$ cat config.mk
export PLATFORM = sky130hd
export DESIGN_NAME = debounce_filter
export DESIGN_NICKNAME = d
export VERILOG_FILES = /design/src/rtl/debounce_pkg.sv /design/src/rtl/debounce_channel.sv /design/src/rtl/debounce_filter.sv
export SDC_FILE = /design/constraint.sdc
export NUM_CORES = 1
export LEC_CHECK = 0
export BUFFER_PORTS_ARGS = -buffer_cell sky130_fd_sc_hd__clkbuf_2
export CELL_PAD_IN_SITES_DETAIL_PLACEMENT = 1
export CELL_PAD_IN_SITES_GLOBAL_PLACEMENT = 1
export CORE_MARGIN = 3
export CORE_UTILIZATION = 40
export DETAILED_ROUTE_END_ITERATION = 6
export GPL_TIMING_DRIVEN = 0
export PLACE_DENSITY = 0.82
export SLEW_MARGIN = 10
export SYNTH_ARGS = -nofsm -noshare
export SYNTH_HDL_FRONTEND = slang
export SYNTH_SLANG_ARGS = --single-unit
$ cat constraint.sdc
create_clock -name clk -period 4.89 [get_ports clk]
set_input_delay 1.467 -clock clk [delete_from_list [all_inputs] [get_ports clk]]
set_output_delay 1.467 -clock clk [all_outputs]
set_load 0.1 [all_outputs]
$ cat src/rtl/debounce_pkg.sv
// Shared constants and helpers for the push-button debounce slice.
// Channel state encoding and counter sizing live here.
package debounce_pkg;

  localparam logic ST_STABLE  = 1'b0;
  localparam logic ST_CONFIRM = 1'b1;

  localparam int DEF_N_BTN          = 5;
  localparam int DEF_TICK_DIV       = 100000;
  localparam int DEF_STABLE_SAMPLES = 10;

  // Bits needed to hold the values 0..v-1.
  function automatic int clog2(input int v);
    int r;
    r = 0;
    for (int i = 0; i < 32; i++) begin
      if ((64'd1 << i) < 64'(v)) begin
        r = i + 1;
      end
    end
    return r;
  endfunction

endpackage

$ cat src/rtl/debounce_channel.sv
// One debounce lane: 2-FF synchroniser, then a tick-sampled
// confirm FSM that accepts a new level after enough agreeing ticks.
module debounce_channel
  import debounce_pkg::*;
#(
  parameter int STABLE_SAMPLES = DEF_STABLE_SAMPLES
) (
  input  logic clk,
  input  logic reset,
  input  logic sample_tick,
  input  logic raw,
  output logic stable,
  output logic pending
);

  localparam int CW = clog2(STABLE_SAMPLES + 1);
  localparam logic [CW-1:0] LAST = CW'(STABLE_SAMPLES - 1);
  localparam logic [CW-1:0] ONE  = CW'(1);

  logic          s1;
  logic          s2;
  logic          state;
  logic [CW-1:0] cnt;
  logic          differs;

  assign differs = (s2 != stable);
  assign pending = (state == ST_CONFIRM);

  always_ff @(posedge clk) begin
    if (reset) begin
      s1     <= 1'b0;
      s2     <= 1'b0;
      state  <= ST_STABLE;
      cnt    <= '0;
      stable <= 1'b0;
    end else begin
      s1 <= raw;
      s2 <= s1;
      if (sample_tick) begin
        unique case (1'b1)
          (state == ST_STABLE): begin
            if (!differs) begin
              cnt <= '0;
            end else if (STABLE_SAMPLES == 1) begin
              stable <= s2;
            end else begin
              cnt   <= ONE;
              state <= ST_CONFIRM;
            end
          end
          (state == ST_CONFIRM): begin
            if (!differs) begin
              // candidate fell back: glitch
              cnt   <= '0;
              state <= ST_STABLE;
            end else if (cnt == LAST) begin
              stable <= s2;
              cnt    <= '0;
              state  <= ST_STABLE;
            end else begin
              cnt <= cnt + ONE;
            end
          end
          default: begin
            cnt   <= '0;
            state <= ST_STABLE;
          end
        endcase
      end
    end
  end

endmodule

$ cat src/rtl/debounce_filter.sv
// Push-button conditioner: shared sample-tick prescaler
// feeding N_BTN independent debounce lanes.
module debounce_filter
  import debounce_pkg::*;
#(
  parameter int N_BTN          = DEF_N_BTN,
  parameter int TICK_DIV       = DEF_TICK_DIV,
  parameter int STABLE_SAMPLES = DEF_STABLE_SAMPLES
) (
  input  logic             clk,
  input  logic             reset,
  input  logic [N_BTN-1:0] btn_raw,
  output logic [N_BTN-1:0] btn_stable,
  output logic [N_BTN-1:0] btn_pending,
  output logic             sample_tick
);

  localparam int PW = clog2(TICK_DIV);
  localparam logic [PW-1:0] PLAST = PW'(TICK_DIV - 1);
  localparam logic [PW-1:0] PONE  = PW'(1);

  logic [PW-1:0] pcnt;

  // Strobe decodes straight off the counter register.
  assign sample_tick = (pcnt == PLAST);

  always_ff @(posedge clk) begin
    if (reset) begin
      pcnt <= '0;
    end else if (pcnt == PLAST) begin
      pcnt <= '0;
    end else begin
      pcnt <= pcnt + PONE;
    end
  end

  for (genvar i = 0; i < N_BTN; i++) begin : g_ch
    debounce_channel #(
      .STABLE_SAMPLES(STABLE_SAMPLES)
    ) u_ch (
      .clk        (clk),
      .reset      (reset),
      .sample_tick(sample_tick),
      .raw        (btn_raw[i]),
      .stable     (btn_stable[i]),
      .pending    (btn_pending[i])
    );
  end

endmodule

==> key figures, run 1 <==
Logic synthesis
  • Warnings from Yosys: 0
  • Portion of the post-synthesis area used by sequential elements: 39.9%
  • Cell type with the largest total area after synthesis: dfxtp_1
  • Ys flop type: dfxtp_1
  • Number of flops mapped to enable cells by yosys: 0
  • Mapped cell area: 2860 um2
  • Largest cells by area after synthesis: dfxtp_1 (40%), a21oi_1 (4.9%), ha_1 (4.8%)
  • Most frequent cell after synthesis: dfxtp_1
  • Post-synthesis cell type count: 37
  • Post-synthesis net count: 351
  • Post-Syn Area per Cell: 8.58 um2
  • Cell types with the highest counts after synthesis: dfxtp_1 (57), a21oi_1 (28), nor2_1 (22)
  • Yosys top cell area share: 39.9%
  • Gate count of the mapped netlist: 333
  • Register bit total from synthesis: 57
  • Async set or reset register ratio after synthesis: 0%

Placed design
  • Post-DP HPWL: 5.34 mm
  • Routability cong.: 0.851
  • IO buf count: 16

Route
  • Antenna Violating Nets Remaining: 0
  • DR vias: 2589
  • Routed wire length: 8.00 mm
  • Number of remaining DRC errors: 0
  • Average wire length per cell after detail routing: 17.5 um
  • Number of search-and-repair iterations in the first detailed-routing pass: 4
  • Mean number of vias per cell: 5.65
  • Drt initial violations: 161

Global route
  • Maximum number of pins on one net before global-route repair: 11
  • Global-route total usage across every layer: 21.0%
  • Initial antenna violation count: 0
  • First-pass GRT wire length: 13.6 mm
  • Vias in the first global route: 2787
  • Remaining global-route overflow: 0

Final layout
  • Area Growth Syn to Fin: 12.9%
  • Diodes inserted: 0
  • Multi-input gate area: 1500 um2
  • Fill cell instance count of the final layout: 851
  • FF/Latch Area: 1140 um2
  • Ratio of cells with drive above 1 in the final layout: 12.7%
  • Nets: 378

Floorplanning
  • Cell Rows: 30
  • Core region area: 6870 um2
  • Die boundary width: 90.5 um
  • Effective utilization at floorplan: 41.6%
  • Overall die height: 90.5 um
  • Num ports: 18
  • Die Outline Area: 8190 um2

Min path
  • Worst Hold Launch: g_ch[2].u_ch.s1$_SDFF_PP0_
  • Type of the worst min-delay path: flop to flop

Clocking
  • TritonCTS clock tree: built
  • Cts repair resizes: 0
  • Clock H-tree levels: 3
  • Quantity of hold-fixing buffers added after cts: 0
  • Setup Fix Bufs, Post-CTS: 0
  • Clock tree root driver cell: clkbuf_8
  • Maximum buffer depth of the clock tree: 2
  • Sinks on Clock Net: 57
  • Num CTS Buffers: 9
  • Latest clock arrival within the worst-skew pair: 0.35 ns
  • Clock transition time at the flip-flop clock pins of the worst setup and hold paths: 0.06 ns

Power
  • Part of the total power dissipated in the clock network: 44.5%
  • Power dissipated by switching net loads: 202 uW
  • Power per cell area: 278 nW/um2
  • Register share of total power: 52.8%
  • Leakage power of the design: 0.00111 uW
  • Logic gate share of total power: 2.7%
  • Int Power: 696 uW
  • Switching power as a share of total power: 22.5%
  • Largest voltage drop on the vdd net: 0.107 mV

Timing
  • Worst setup skew after layout: 0.0103 ns
  • Period utilisation layout: 86.3%
  • Maximum clock frequency: 237 MHz
  • Final TNS setup: 0 ns
  • Endpoints failing hold: 0
  • Post-Route Hold Slack: 0.438 ns
  • Max-slew violation total from the final report: 0
  • Final setup fails: 0
  • Setup repair after global routing missed its margin: false
  • Final period demand of the worst path: 4.22 ns
  • Slew margin rel.: 37.5%
  • Tightest Pin Transition: 0.930 ns

Critical path
  • Crit path capture type: output pin
  • Launching instance or port of the critical path: pcnt[0]$_SDFF_PP0_
  • Setup CP Type: flop to output pin
  • Launch instance of the worst register-to-register path: pcnt[0]$_SDFF_PP0_
  • Worst EP arrival: 2.75 ns
  • Critical Path Fanout Max: 10
  • Data required time of the worst path: 3.42 ns
  • Startpoint type of the worst setup path: flop

Flow run
  • Number of maximum-capacitance constraint violations: 0

Status
  • Run status: finished, final reports clean
-- final cells by class --
type	instances	share of cell area, %
Timing Repair Buffer	16	2.48
Buffer	29	4.93
Multi-Input combinational cell	231	46.4
Tap cell	96	3.72
Sequential cell	57	35.4
Clock buffer	13	5.24
Inverter	16	1.86
-- cells by family (layout without fill, tap and decap cells) --
group,after synthesis,in the layout,synth area share (%)
fa+ha+maj,11,11,4.82
buf+inv,45,74,7.67
compound gates,62,62,13.0
simple gates,141,141,29.3
xor+xnor,17,17,5.21
flops,57,57,39.9
-- critical path, stage by stage (launching register included) --
cell      delay (ns)
dfxtp_1         0.35
ha_1            0.24
and3_1          0.17
clkbuf_1        0.26
nand3_1         0.35
clkbuf_1        0.39
nor2_1          0.18
clkbuf_2        0.47
-- through the flow --
step / instance area [um2] / power, uW / util [%] / worst slack, ns / std cells
detailed placement: 3060 / 509 / 44.5 / 0.989 / 445
finish: 3230 / 898 / 47.0 / 0.670 / 458
floorplan: 2860 / 499 / - / 0.826 / 333
global placement: 3060 / 508 / 44.5 / 1.04 / 445
global route: 3230 / 932 / 47.0 / 0.438 / 458
CTS: 3230 / 908 / 47.0 / 0.616 / 458
-- cell usage in the layout, fill, tap and decap left out, types with 6 or more instances in the layout --
cell type and count:
or4_1 6, o21ai_0 12, xnor2_1 10, o31ai_1 11
ha_1 11, nand2_1 10, nor3_1 16, nor2_1 22
clkbuf_8 12, xor2_1 7, inv_1 16, dfxtp_1 57
nor2b_1 15, nand4_1 14, clkbuf_1 14, a21oi_1 28
nand3_1 12, clkbuf_2 17, nor4_1 7, buf_4 10
-- power groups by stage --
stage               Sequential (uW)  Combinational [uW]  Clock, uW
floorplan                       483                16.2          0
global placement                484                24.6          0
detailed placement              484                25.0          0
CTS                             474                25.2        409
global route                    474                27.9        430
finish                          474                24.6        399
-- metal layers --
layer | track usage (%) | share of wire, % | up-vias | routed length [um]
li1 | - | - | 1244 | -
met1 | 23.8 | 42 | 1281 | 3390
met2 | 36.2 | 51 | 52 | 4100
met3 | 7.25 | 4.6 | 12 | 368
met4 | 8.29 | 1.8 | 0 | 144
met5 | 0 | 0 | - | 0
-- path summary, 6_finish.rpt --
| kind | endpoint | slack, ns | cells past startpoint |
|---|---|---|---|
| max reg2reg | g_ch[2].u_ch.pending$_SDFFE_PP0N_ | 2.48 | 7 |
| max | sample_tick | 0.67 | 7 |
| min | g_ch[2].u_ch.s2$_SDFF_PP0_ | 0.44 | 1 |
| min reg2reg | g_ch[2].u_ch.s2$_SDFF_PP0_ | 0.44 | 1 |
-- registers in the layout, indices dropped and copies added (netlist names) --
| name | count |
|---|---|
| pcnt | 17 |
| g_ch.u_ch.s2 | 5 |
| g_ch.u_ch.cnt | 20 |
| g_ch.u_ch.pending | 5 |
| g_ch.u_ch.stable | 5 |
| g_ch.u_ch.s1 | 5 |
Note: power is estimated with default switching activity, not from simulation.
==> inputs of run 2 (changes only) <==
--- a/config.mk
+++ b/config.mk
@@ -12,7 +12,7 @@
 export CORE_UTILIZATION = 40
 export DETAILED_ROUTE_END_ITERATION = 6
 export GPL_TIMING_DRIVEN = 0
-export PLACE_DENSITY = 0.82
+export PLACE_DENSITY = 0.85
 export SLEW_MARGIN = 10
 export SYNTH_ARGS = -nofsm -noshare
 export SYNTH_HDL_FRONTEND = slang
==> constraint.sdc (replaced) <==
create_clock -name clk -period 3.7 [get_ports clk]
set_input_delay 1.11 -clock clk [delete_from_list [all_inputs] [get_ports clk]]
set_output_delay 1.11 -clock clk [all_outputs]
set_load 0.1 [all_outputs]
==> run 2 against run 1 <==
Against the previous run: die area unchanged; setup slack worse by 0.37 ns; final cell count rose by 0.44%.
==> key figures, run 2 (synthesis results as in run 1) <==
Status
  • Run status: finished, final reports clean

Global route
  • Initial antenna violation count: 0
  • Remaining global-route overflow: 0
  • Vias in the first global route: 2651
  • Global-route total usage across every layer: 20.6%
  • First-pass GRT wire length: 13.3 mm
  • Maximum number of pins on one net before global-route repair: 11

Timing
  • Worst setup skew after layout: 0.0101 ns
  • Setup repair after global routing missed its margin: false
  • Slew margin rel.: 42.8%
  • Max-slew violation total from the final report: 0
  • Endpoints failing hold: 0
  • Final period demand of the worst path: 3.40 ns
  • Tightest Pin Transition: 0.850 ns
  • Final TNS setup: 0 ns
  • Period utilisation layout: 91.9%
  • Maximum clock frequency: 294 MHz
  • Final setup fails: 0

Clocking
  • Clock H-tree levels: 3
  • TritonCTS clock tree: built
  • Maximum buffer depth of the clock tree: 2
  • Quantity of hold-fixing buffers added after cts: 0
  • Clock tree root driver cell: clkbuf_8
  • Sinks on Clock Net: 57
  • Latest clock arrival within the worst-skew pair: 0.35 ns
  • Clock transition time at the flip-flop clock pins of the worst setup and hold paths: 0.06 ns
  • Num CTS Buffers: 9

Power
  • Largest voltage drop on the vdd net: 0.286 mV
  • Power per cell area: 366 nW/um2
  • Leakage power of the design: 0.00112 uW

Route
  • Number of search-and-repair iterations in the first detailed-routing pass: 4
  • Antenna Violating Nets Remaining: 0
  • Routed wire length: 7.96 mm
  • Drt initial violations: 114
  • Number of remaining DRC errors: 0
  • DR vias: 2609
  • Average wire length per cell after detail routing: 17.3 um
  • Mean number of vias per cell: 5.67

Critical path
  • Startpoint type of the worst setup path: flop
  • Worst-case register-to-register setup slack: 1.38 ns
  • Crit path capture type: output pin
  • Critical Path Fanout Max: 16
  • Data required time of the worst path: 2.59 ns
  • Setup CP Type: flop to output pin
  • Launching instance or port of the critical path: pcnt[0]$_SDFF_PP0_
  • Reg2Reg Capture Point: pcnt[7]$_SDFF_PP0_
  • End of the critical path: sample_tick
  • Launch instance of the worst register-to-register path: pcnt[0]$_SDFF_PP0_
  • Worst r2r path cells: 8
  • Worst EP arrival: 2.29 ns

Final layout
  • Ratio of cells with drive above 1 in the final layout: 13.7%
  • Largest register FFs: 20
  • Diodes inserted: 0
  • Area Growth Syn to Fin: 13.6%
  • FF/Latch Area: 1140 um2
  • Largest registers: g_ch.u_ch.cnt x20, pcnt x17
  • Final design utilization: 47.2%
  • Register with the highest flop count: g_ch.u_ch.cnt
  • Nets: 377
  • Multi-input gate area: 1510 um2
  • Most used cells in the layout excluding fill and tap cells: dfxtp_1 (57), a21oi_1 (28), nor2_1 (21)
  • Fill cell instance count of the final layout: 841
  • Leading cell type in the layout, fill and taps excluded: dfxtp_1

Floorplanning
  • Num ports: 18
  • Effective utilization at floorplan: 41.6%
  • Die boundary width: 90.5 um
  • Core region area: 6870 um2
  • Overall die height: 90.5 um
  • Die Outline Area: 8190 um2
  • Cell Rows: 30

Placed design
  • IO buf count: 16
  • Post-DP HPWL: 5.42 mm
  • Routability cong.: 0.818

Min path
  • Type of the worst min-delay path: flop to flop

Flow run
  • Number of maximum-capacitance constraint violations: 0
run 2: repair_timing:
| item | CTS | global route |
|---|---|---|
| endpoints found under the setup margin | 1 | 1 |
| setup buffers | 0 | 0 |
| gates resized for setup | 2 | 1 |
| pin swaps | 0 | 0 |
| hold endpoints to repair | 0 | 0 |
run 2: metrics by stage:
step           power [uW]  instances  hold slack [ns]  area (um2)  worst slack [ns]
6_report             1190        460            0.437        3240             0.299
4_1_cts              1200        461            0.442        3240           0.00463
5_1_grt              1240        460            0.460        3240             0.162
2_1_floorplan         660        333            0.414        2860             0.447
3_3_place_gp          671        445            0.419        3060             0.189
3_5_place_dp          673        445            0.430        3060             0.167
run 2: metal layers:
metal | GRT usage [%] | up-vias | routed length [um]
li1 | - | 1250 | -
met1 | 22.8 | 1299 | 3310
met2 | 36.9 | 47 | 4190
met5 | 0 | - | 0
met3 | 5.50 | 13 | 318
met4 | 8.93 | 0 | 141
run 2: where the power goes:
group	total (uW)	internal, uW	switching [uW]	leakage (uW)
Sequential	626	621	4.17	0.000462
Combinational	33.2	11.6	21.6	0.000564
Clock	528	276	252	0.0000932
Total	1190	909	277	0.00112
run 2: critical path: stages (launching register included):
cell	delay, ns
dfxtp_1	0.35
ha_1	0.24
and3_1	0.17
clkbuf_1	0.36
nand3_4	0.31
nor2_2	0.18
clkbuf_4	0.34
run 2: worst min-delay path by stage:
stage,cells after the start,to,start
floorplan,1,g_ch[0].u_ch.s2$_SDFF_PP0_,g_ch[0].u_ch.s1$_SDFF_PP0_
global placement,1,g_ch[4].u_ch.s2$_SDFF_PP0_,g_ch[4].u_ch.s1$_SDFF_PP0_
detailed placement,1,g_ch[1].u_ch.s2$_SDFF_PP0_,g_ch[1].u_ch.s1$_SDFF_PP0_
CTS,1,g_ch[4].u_ch.s2$_SDFF_PP0_,g_ch[4].u_ch.s1$_SDFF_PP0_
global route,1,g_ch[2].u_ch.s2$_SDFF_PP0_,g_ch[2].u_ch.s1$_SDFF_PP0_
finish,1,g_ch[1].u_ch.s2$_SDFF_PP0_,g_ch[1].u_ch.s1$_SDFF_PP0_
run 2: final cells by class:
type                       instances  area share [%]
clock inverter                     3           0.463
sequential                        57            35.2
multi-input combinational        231            46.6
inverter                          16            1.85
timing repair buffer              16            2.55
tap                               96            3.70
buffer                            28            4.78
clock buffer                      13            4.90
